## src/rtl/mux_arbiter.sv

```systemverilog
// Two-requester valid/ready arbiter feeding one registered output slot, round-robin with hold limit.
// Define MUX_ARBITER_FIXED_PRIO_EN to give requester A fixed priority instead of round-robin.
module mux_arbiter #(
  parameter int WIDTH    = 16,
  parameter int MAX_HOLD = 4
) (
  input  logic             clk,
  input  logic             rst_n,
  input  logic             a_valid,
  input  logic [WIDTH-1:0] a_data,
  output logic             a_ready,
  input  logic             b_valid,
  input  logic [WIDTH-1:0] b_data,
  output logic             b_ready,
  output logic             out_valid,
  output logic [WIDTH-1:0] out_data,
  input  logic             out_ready,
  output logic             sel,
  output logic             busy
);

  typedef enum logic [1:0] {IDLE, GNT_A, GNT_B} state_t;

  localparam logic [7:0] HOLD_LAST = 8'(MAX_HOLD - 1);

  state_t           state_reg, state_next;
  logic [7:0]       hold_cnt_reg, hold_cnt_next;
  logic             last_grant_reg, last_grant_next;
  logic             sel_reg, sel_next;
  logic             out_valid_reg;
  logic [WIDTH-1:0] out_data_reg;

  logic             can_accept;
  logic             gnt_b;
  logic             in_xfer;
  logic             cur_valid;
  logic             oth_valid;
  logic             hold_wrap;
  logic             preempt;
  state_t           other_state;
  state_t           tie_state;
  logic [WIDTH-1:0] in_data;

  // The slot can take a new word when empty or when it drains this same cycle.
  assign can_accept  = !out_valid_reg || out_ready;
  assign gnt_b       = (state_reg == GNT_B);
  assign a_ready     = (state_reg == GNT_A) && can_accept;
  assign b_ready     = (state_reg == GNT_B) && can_accept;
  assign in_xfer     = (a_valid && a_ready) || (b_valid && b_ready);
  assign in_data     = gnt_b ? b_data : a_data;
  assign cur_valid   = gnt_b ? b_valid : a_valid;
  assign oth_valid   = gnt_b ? a_valid : b_valid;
  assign other_state = gnt_b ? GNT_A : GNT_B;
  assign hold_wrap   = (hold_cnt_reg == HOLD_LAST);

`ifdef MUX_ARBITER_FIXED_PRIO_EN
  // A is never cut short; B gives way to A after every word it moves.
  assign preempt   = gnt_b && oth_valid;
  assign tie_state = GNT_A;
`else
  assign preempt   = hold_wrap && oth_valid;
  assign tie_state = last_grant_reg ? GNT_A : GNT_B;
`endif

  always_comb begin
    state_next      = state_reg;
    hold_cnt_next   = hold_cnt_reg;
    last_grant_next = last_grant_reg;
    case (state_reg)
      IDLE: begin
        if (a_valid && b_valid) state_next = tie_state;
        else if (a_valid)       state_next = GNT_A;
        else if (b_valid)       state_next = GNT_B;
      end
      GNT_A, GNT_B: begin
        if (in_xfer) begin
          if (preempt) begin
            state_next      = other_state;
            hold_cnt_next   = 8'd0;
            last_grant_next = gnt_b;
          end else begin
            hold_cnt_next = hold_wrap ? 8'd0 : hold_cnt_reg + 8'd1;
          end
        end else if (!cur_valid) begin
          state_next      = oth_valid ? other_state : IDLE;
          hold_cnt_next   = 8'd0;
          last_grant_next = gnt_b;
        end
        // Granted side still valid but stalled: hold the grant untouched.
      end
      default: state_next = IDLE;
    endcase

    sel_next = sel_reg;
    case (state_next)
      GNT_A:   sel_next = 1'b0;
      GNT_B:   sel_next = 1'b1;
      default: sel_next = sel_reg;
    endcase
  end

  always_ff @(posedge clk or negedge rst_n) begin
    if (!rst_n) begin
      state_reg      <= IDLE;
      hold_cnt_reg   <= 8'd0;
      last_grant_reg <= 1'b1;
      sel_reg        <= 1'b0;
    end else begin
      state_reg      <= state_next;
      hold_cnt_reg   <= hold_cnt_next;
      last_grant_reg <= last_grant_next;
      sel_reg        <= sel_next;
    end
  end

  // Load and drain in the same cycle simply overwrites the slot, giving one word per cycle.
  always_ff @(posedge clk or negedge rst_n) begin
    if (!rst_n) begin
      out_valid_reg <= 1'b0;
      out_data_reg  <= '0;
    end else if (in_xfer) begin
      out_valid_reg <= 1'b1;
      out_data_reg  <= in_data;
    end else if (out_valid_reg && out_ready) begin
      out_valid_reg <= 1'b0;
    end
  end

  assign out_valid = out_valid_reg;
  assign out_data  = out_data_reg;
  assign sel       = sel_reg;
  assign busy      = (state_reg != IDLE);

endmodule

```

## config.mk

```make
export PLATFORM = sky130hd
export DESIGN_NAME = mux_arbiter
export DESIGN_NICKNAME = d
export VERILOG_FILES = /design/src/rtl/mux_arbiter.sv
export SDC_FILE = /design/constraint.sdc
export NUM_CORES = 1
export LEC_CHECK = 0
export CORE_MARGIN = 10
export CORE_UTILIZATION = 45
export DETAILED_ROUTE_END_ITERATION = 7
export GPL_TIMING_DRIVEN = 0
export PLACE_DENSITY = 0.79
export SLEW_MARGIN = 5
export SYNTH_ARGS = -nofsm -noshare
export SYNTH_HDL_FRONTEND = slang
export SYNTH_SLANG_ARGS = --single-unit
```

## constraint.sdc

```tcl
create_clock -name clk -period 3.3 [get_ports clk]
set_input_delay 0.495 -clock clk [delete_from_list [all_inputs] [get_ports clk]]
set_output_delay 0.495 -clock clk [all_outputs]
set_load 0.005 [all_outputs]
```

==> flow_metrics.tcl, run 1 <==
set metrics [dict create \
    status "completed" \
    drc 0 \
    dp.cells 271 \
    grt_start_max_net_pins 30 \
    core_area_sq_um 3661 \
    synthDistinctLibCells 44 \
    pre_cts_ws_ps 482.5 \
    synth_edf_count 0 \
    clock-sinks 29 \
    fin_setup_tns_ps 0 \
    synth_top_area_share_pct 41.15 \
    synth-main-ff-cell "dfrtp_1" \
    routed_wl_um 4339 \
    reg2reg_depth 10 \
    cts_tree "built" \
    synthTopCellsByArea "dfrtp_1, mux2i_1, a21oi_1, ha_1, nor2_1" \
    fin_cells 279 \
    synth_cells 167 \
    crit_arrival_ps 2460 \
    yosysSeqAreaShare_pct 42.69 \
    hold_class "in -> async" \
    pin_count 58 \
    ir_drop_mv 0.4159 \
    ctsLongestPathBuffers 2 \
    cp.required_ps 2800 \
    p_leak_nw 0.9716 \
    drt_iter0_drc 120 \
    cts_buffers 5 \
    avgSynthCellArea_sq_um 10.20 \
    dp_hpwl_um 3296 \
    hold_viol 0 \
    clock_latency_ps 280 \
    syn-num-nets 210 \
    dieArea_sq_um 6645 \
    via_per_inst 5.305 \
    syn_area_sq_um 1703 \
    slew_headroom_pct 57.68 \
    post-route-util_pct 66.10 \
    grt_remaining_overflow 0 \
    max_clock_freq_ghz 0.3382 \
    track_usage_pct 13.70 \
    cp-start-kind "flop" \
    antenna_found_initial 0 \
    firstDrtPassIters 4 \
    grt_pass1_vias 1491 \
    globalplace.congestion 0.8609 \
    nFillCells 303 \
    post_cts_resized 0 \
    post_drt_wl_per_cell_um 15.55 \
    die_h_um 81.52 \
    layout.nets 273 \
    routed-via-count 1480 \
    skew_ps 2.772 \
    grt_pass1_wl_um 7024 \
    async_flop_share_pct 100.0 \
    min_period_over_period_pct 89.60 \
    post-cts-setup-buffers 0 \
    drtAntennaViolNets 0 \
    multiInputGateArea_sq_um 872.1 \
    min_period_ps 2957 \
    worstPathMaxFanout 10 \
    critPathKind "reg -> out" \
    finalMaxSlewViolations 0 \
    worst_slew_pin_slew_ps 634.8 \
    clockRootBuffer "clkbuf_8" \
    finalWorstSetupSlack_ps 343.1 \
    seq_area_sq_um 726.9 \
    post-synth-top-area-cell "dfrtp_1" \
    n_antenna_cell 0 \
    start_util_pct 46.51 \
    largest_reg_flops 16 \
    power_mw 1.970 \
    rows 22 \
    drv_cap 0 \
    area_growth_pct 42.10 \
    rsz0062_at_grt "false" \
    setup_viol 0 \
    die_w_um 81.52 \
    io_buffer_count 56 \
    critPathCaptureType "primary output" \
    htreeDepth 2 \
    drive_gt1_share_pct 11.26 \
    power.density_nw_per_um2 813.9 \
    yosysWarnings 0 \
    synth-seq-cells 29 \
    hold_buffers 0 \
    cts.clk_slew.worst_paths_ps 60 \
]
## synthesized netlist by cell type, types with 2 or more instances
library cell and n:
a211oi_2 2, o21ai_0 7, mux2i_1 18, nand2_1 3, nand4_1 3, nand2b_1 6
buf_6 5, a311oi_1 3, or3_1 2, buf_2 2, dfrtp_1 28, nor2_1 17
and2_1 2, o2bb2ai_1 2, a21oi_1 18, nand3b_1 2, nand3_1 4, o22ai_1 3
o211ai_1 2, clkbuf_1 2, inv_1 7, ha_1 6, a31oi_1 2
## worst paths after layout
kind	startpoint	to	slack, ps
max	state_reg[0]$_DFF_PN0_	b_ready	340
max in group asynchronous	rst_n	out_data[1]$_DFFE_PN0P_	2660
min in group clk	sel$_DFFE_PN0P_	sel$_DFFE_PN0P_	520
min	rst_n	out_data[15]$_DFFE_PN0P_	230
min reg2reg	sel$_DFFE_PN0P_	sel$_DFFE_PN0P_	520
max reg2reg	state_reg[0]$_DFF_PN0_	sel$_DFFE_PN0P_	660
## per-stage QoR
step	hold WS [ps]	instance area [sq um]
global placement	495.7	2323
global route	282.7	2420
detailed placement	506.3	2323
floorplan	199.4	1703
finish	229.3	2420
CTS	520.0	2425
## cells in the final DEF, fill, tap and decap left out, types with 2 or more instances in the layout
| cell type | Yosys | routed |
|---|---|---|
| clkdlybuf4s50_1 | 0 | 55 |
| dfrtp_1 | 28 | 28 |
| mux2i_1 | 18 | 18 |
| a21oi_1 | 18 | 18 |
| nor2_1 | 17 | 17 |
| inv_1 | 7 | 7 |
| o21ai_0 | 7 | 7 |
| clkbuf_8 | 0 | 7 |
| nand2b_1 | 6 | 6 |
| ha_1 | 6 | 6 |
| buf_6 | 5 | 5 |
| nand3_1 | 4 | 4 |
| nand4_1 | 3 | 3 |
| nand2_1 | 3 | 3 |
| buf_2 | 2 | 3 |
| a311oi_1 | 3 | 3 |
| o22ai_1 | 3 | 3 |
| a31oi_1 | 2 | 2 |
| or3_1 | 2 | 2 |
| nand3b_1 | 2 | 2 |
| o211ai_1 | 2 | 2 |
| o2bb2ai_1 | 2 | 2 |
| and2_1 | 2 | 2 |
| clkbuf_1 | 2 | 2 |
| a211oi_2 | 2 | 2 |
## area by class of cell
| class | instances | area share (%) |
|---|---|---|
| timing repair buffer | 56 | 22.96 |
| clock buffer | 7 | 3.981 |
| clock inverter | 1 | 0.2068 |
| inverter | 8 | 1.241 |
| buffer | 9 | 3.051 |
| tap | 48 | 2.482 |
| sequential | 29 | 30.04 |
| multi-input combinational | 121 | 36.04 |
## layer usage
layer  global-route usage, %  part of all wire (%)  wire [um]  vias up
met3                   8.843                    12        524        5
met5                       0                     0          0        -
met2                   19.19                    42       1843       66
li1                        -                     -          -      731
met1                   16.21                    44       1913      678
met4                   5.709                   1.3         57        0
## cells by family (layout without fill, tap and decap cells)
family,after synthesis,in the layout,synth area share (%)
compound gates,46,46,18.37
xor+xnor,1,1,0.5144
fa+ha+maj,6,6,4.408
buf+inv,17,81,6.098
flops,29,29,42.69
mux,20,20,11.90
simple gates,48,48,16.02
## worst max-delay path, cell delays in order, from the launching register on
cell and delay, ps:
dfrtp_1 440, inv_1 130, ha_1 180, buf_6 120, buf_2 280, buf_2 340
and2_1 170, clkdlybuf4s50_1 500
## report_power, final
group | switching, mW | leakage, nW | total (mW) | internal [mW]
logic | 0.501 | 0.570 | 1.07 | 0.564
clock network | 0.136 | 0.0542 | 0.325 | 0.188
registers | 0.0828 | 0.347 | 0.580 | 0.497
No activity file was read; power rests on OpenSTA's default activity.
==> inputs of run 2 (changes only) <==
--- a/config.mk
+++ b/config.mk
@@ -10,6 +10,7 @@
 export DETAILED_ROUTE_END_ITERATION = 7
 export GPL_TIMING_DRIVEN = 0
 export PLACE_DENSITY = 0.79
+export REMOVE_ABC_BUFFERS = 1
 export SLEW_MARGIN = 5
 export SYNTH_ARGS = -nofsm -noshare
 export SYNTH_HDL_FRONTEND = slang
==> run 2 against run 1 <==
  * Global-route usage down 0.80 points
  * Largest power group unchanged
  * Cell count down 2.9%
  * Non-clock buffer count down 8
  * Largest cell class unchanged
  * Clock power down 14%
  * Register-to-register slack worse by 430 ps
  * Clock-buffer cell count down 1
  * Combinational power down 7%
  * Critical path type is now reg -> reg
  * Maximum frequency down 3.8%
==> flow_metrics.tcl, run 2 (same netlist as run 1, synthesis figures left out) <==
set metrics [dict create \
    status "completed" \
    setup_viol 0 \
    hold_buffers 0 \
    max_clock_freq_ghz 0.3253 \
    slew_headroom_pct 54.39 \
    min_period_ps 3074 \
    skew_ps 7.179 \
    cts_buffers 5 \
    min_period_over_period_pct 93.14 \
    area_growth_pct 37.40 \
    grt_remaining_overflow 0 \
    dieArea_sq_um 6645 \
    die_h_um 81.52 \
    layout_commonest_cell "clkdlybuf4s50_1" \
    hold_ws_ps 232.2 \
    antenna_found_initial 0 \
    drt_iter0_drc 107 \
    ctsLongestPathBuffers 2 \
    critPathKind "reg -> reg" \
    reg2reg_depth 8 \
    rsz0062_at_grt "false" \
    htreeDepth 2 \
    rows 22 \
    cp-start-kind "flop" \
    power.density_nw_per_um2 792.7 \
    routed-via-count 1453 \
    timing.rr.start "state_reg[0]$_DFF_PN0_" \
    crit_arrival_ps 3240 \
    drtAntennaViolNets 0 \
    worst_slew_pin_slew_ps 684.1 \
    dp_hpwl_um 3087 \
    drc 0 \
    hold_viol 0 \
    cp.required_ps 3470 \
    worstPathMaxFanout 45 \
    cts.clk_slew.worst_paths_ps 60 \
    reg2reg_to "sel$_DFFE_PN0P_" \
    layout_common_cells "clkdlybuf4s50_1, dfrtp_1, mux2i_1, a21oi_1, nor2_1" \
    clockRootBuffer "clkbuf_8" \
    routed_wl_um 4098 \
    via_per_inst 5.362 \
    hold_class "in -> async" \
    track_usage_pct 12.90 \
    grt_pass1_vias 1480 \
    start_util_pct 46.51 \
    io_buffer_count 57 \
    r2r_setup_slack_ps 230 \
    layout.nets 265 \
    die_w_um 81.52 \
    grt_start_max_net_pins 46 \
    multiInputGateArea_sq_um 874.6 \
    seq_area_sq_um 726.9 \
    nFillCells 314 \
    critPathLaunch "state_reg[0]$_DFF_PN0_" \
    critPathCaptureType "flop" \
    cts_tree "built" \
    core_area_sq_um 3661 \
    drv_cap 0 \
    drive_gt1_share_pct 8.520 \
    globalplace.congestion 0.8409 \
    worstSetupEndpoint "sel$_DFFE_PN0P_" \
    p_leak_nw 0.9226 \
    clock_latency_ps 290 \
    pin_count 58 \
    post_drt_wl_per_cell_um 15.12 \
    ir_drop_mv 0.4784 \
    grt_pass1_wl_um 6796 \
    n_antenna_cell 0 \
    firstDrtPassIters 4 \
    clock-sinks 29 \
    largest_reg_flops 16 \
    finalMaxSlewViolations 0 \
    power_mw 1.855 \
]
==> run 2: changes by cell type in the layout (fill, tap and decap cells not counted) <==
cell	delta
clkinv_2	+1
buf_6	-5
ha_1	-1
clkdlybuf4s50_1	+1
buf_2	-2
clkbuf_8	-2
ha_2	+1
clkbuf_1	-1
==> run 2: worst min path at each step <==
stage / from / end / slack [ps] / cells past startpoint
3_3_place_gp: sel$_DFFE_PN0P_ / sel$_DFFE_PN0P_ / 490 / 1
6_report: rst_n / out_data[0]$_DFFE_PN0P_ / 230 / 1
3_5_place_dp: sel$_DFFE_PN0P_ / sel$_DFFE_PN0P_ / 510 / 1
4_1_cts: sel$_DFFE_PN0P_ / sel$_DFFE_PN0P_ / 520 / 1
2_1_floorplan: rst_n / hold_cnt_reg[0]$_DFFE_PN0P_ / 200 / 0
5_1_grt: rst_n / out_data[9]$_DFFE_PN0P_ / 270 / 1
==> run 2: routing by layer <==
metal	GRT usage [%]	vias to the layer above	share of wire (%)
li1	-	717	-
met4	4.325	0	1.6
met1	15.53	662	42
met3	9.716	6	15
met2	17.22	68	41
met5	0	-	0
==> run 2: final cells by class <==
cell class | count | area share [%]
multi-input combinational | 121 | 37.38
sequential | 29 | 31.07
timing repair buffer | 57 | 24.17
clock buffer | 6 | 3.102
tap | 48 | 2.567
inverter | 8 | 1.283
clock inverter | 2 | 0.4278
==> run 2: per-stage QoR <==
stage	setup slack, ps	instance area (sq um)	std cells	TNS, ps	utilization, %
floorplan	277.9	1629	158	0	-
global placement	-149.6	2260	263	-149.6	61.72
detailed placement	-182.9	2260	263	-182.9	61.72
CTS	223.5	2345	271	0	64.05
global route	36.55	2340	271	0	63.91
finish	226.4	2340	271	0	63.91
==> run 2: timing repair <==
item / CTS / global route
endpoints found under the hold margin: 0 / 0
endpoints found under the setup margin: 1 / 0
buffers inserted: 0 / 0
gates resized for setup: 1 / 0
==> run 2: where the power goes <==
part / switching (mW) / internal, mW
clock: 0.136 / 0.146
sequential: 0.0797 / 0.497
combinational: 0.475 / 0.522
==> run 2: worst max-delay path: stages (launching register included) <==
cell,delay [ps]
dfrtp_1,440
inv_1,140
ha_2,640
a22o_4,260
and2_4,430
nand4b_1,180
a31o_1,260
ha_1,280
mux2_2,320
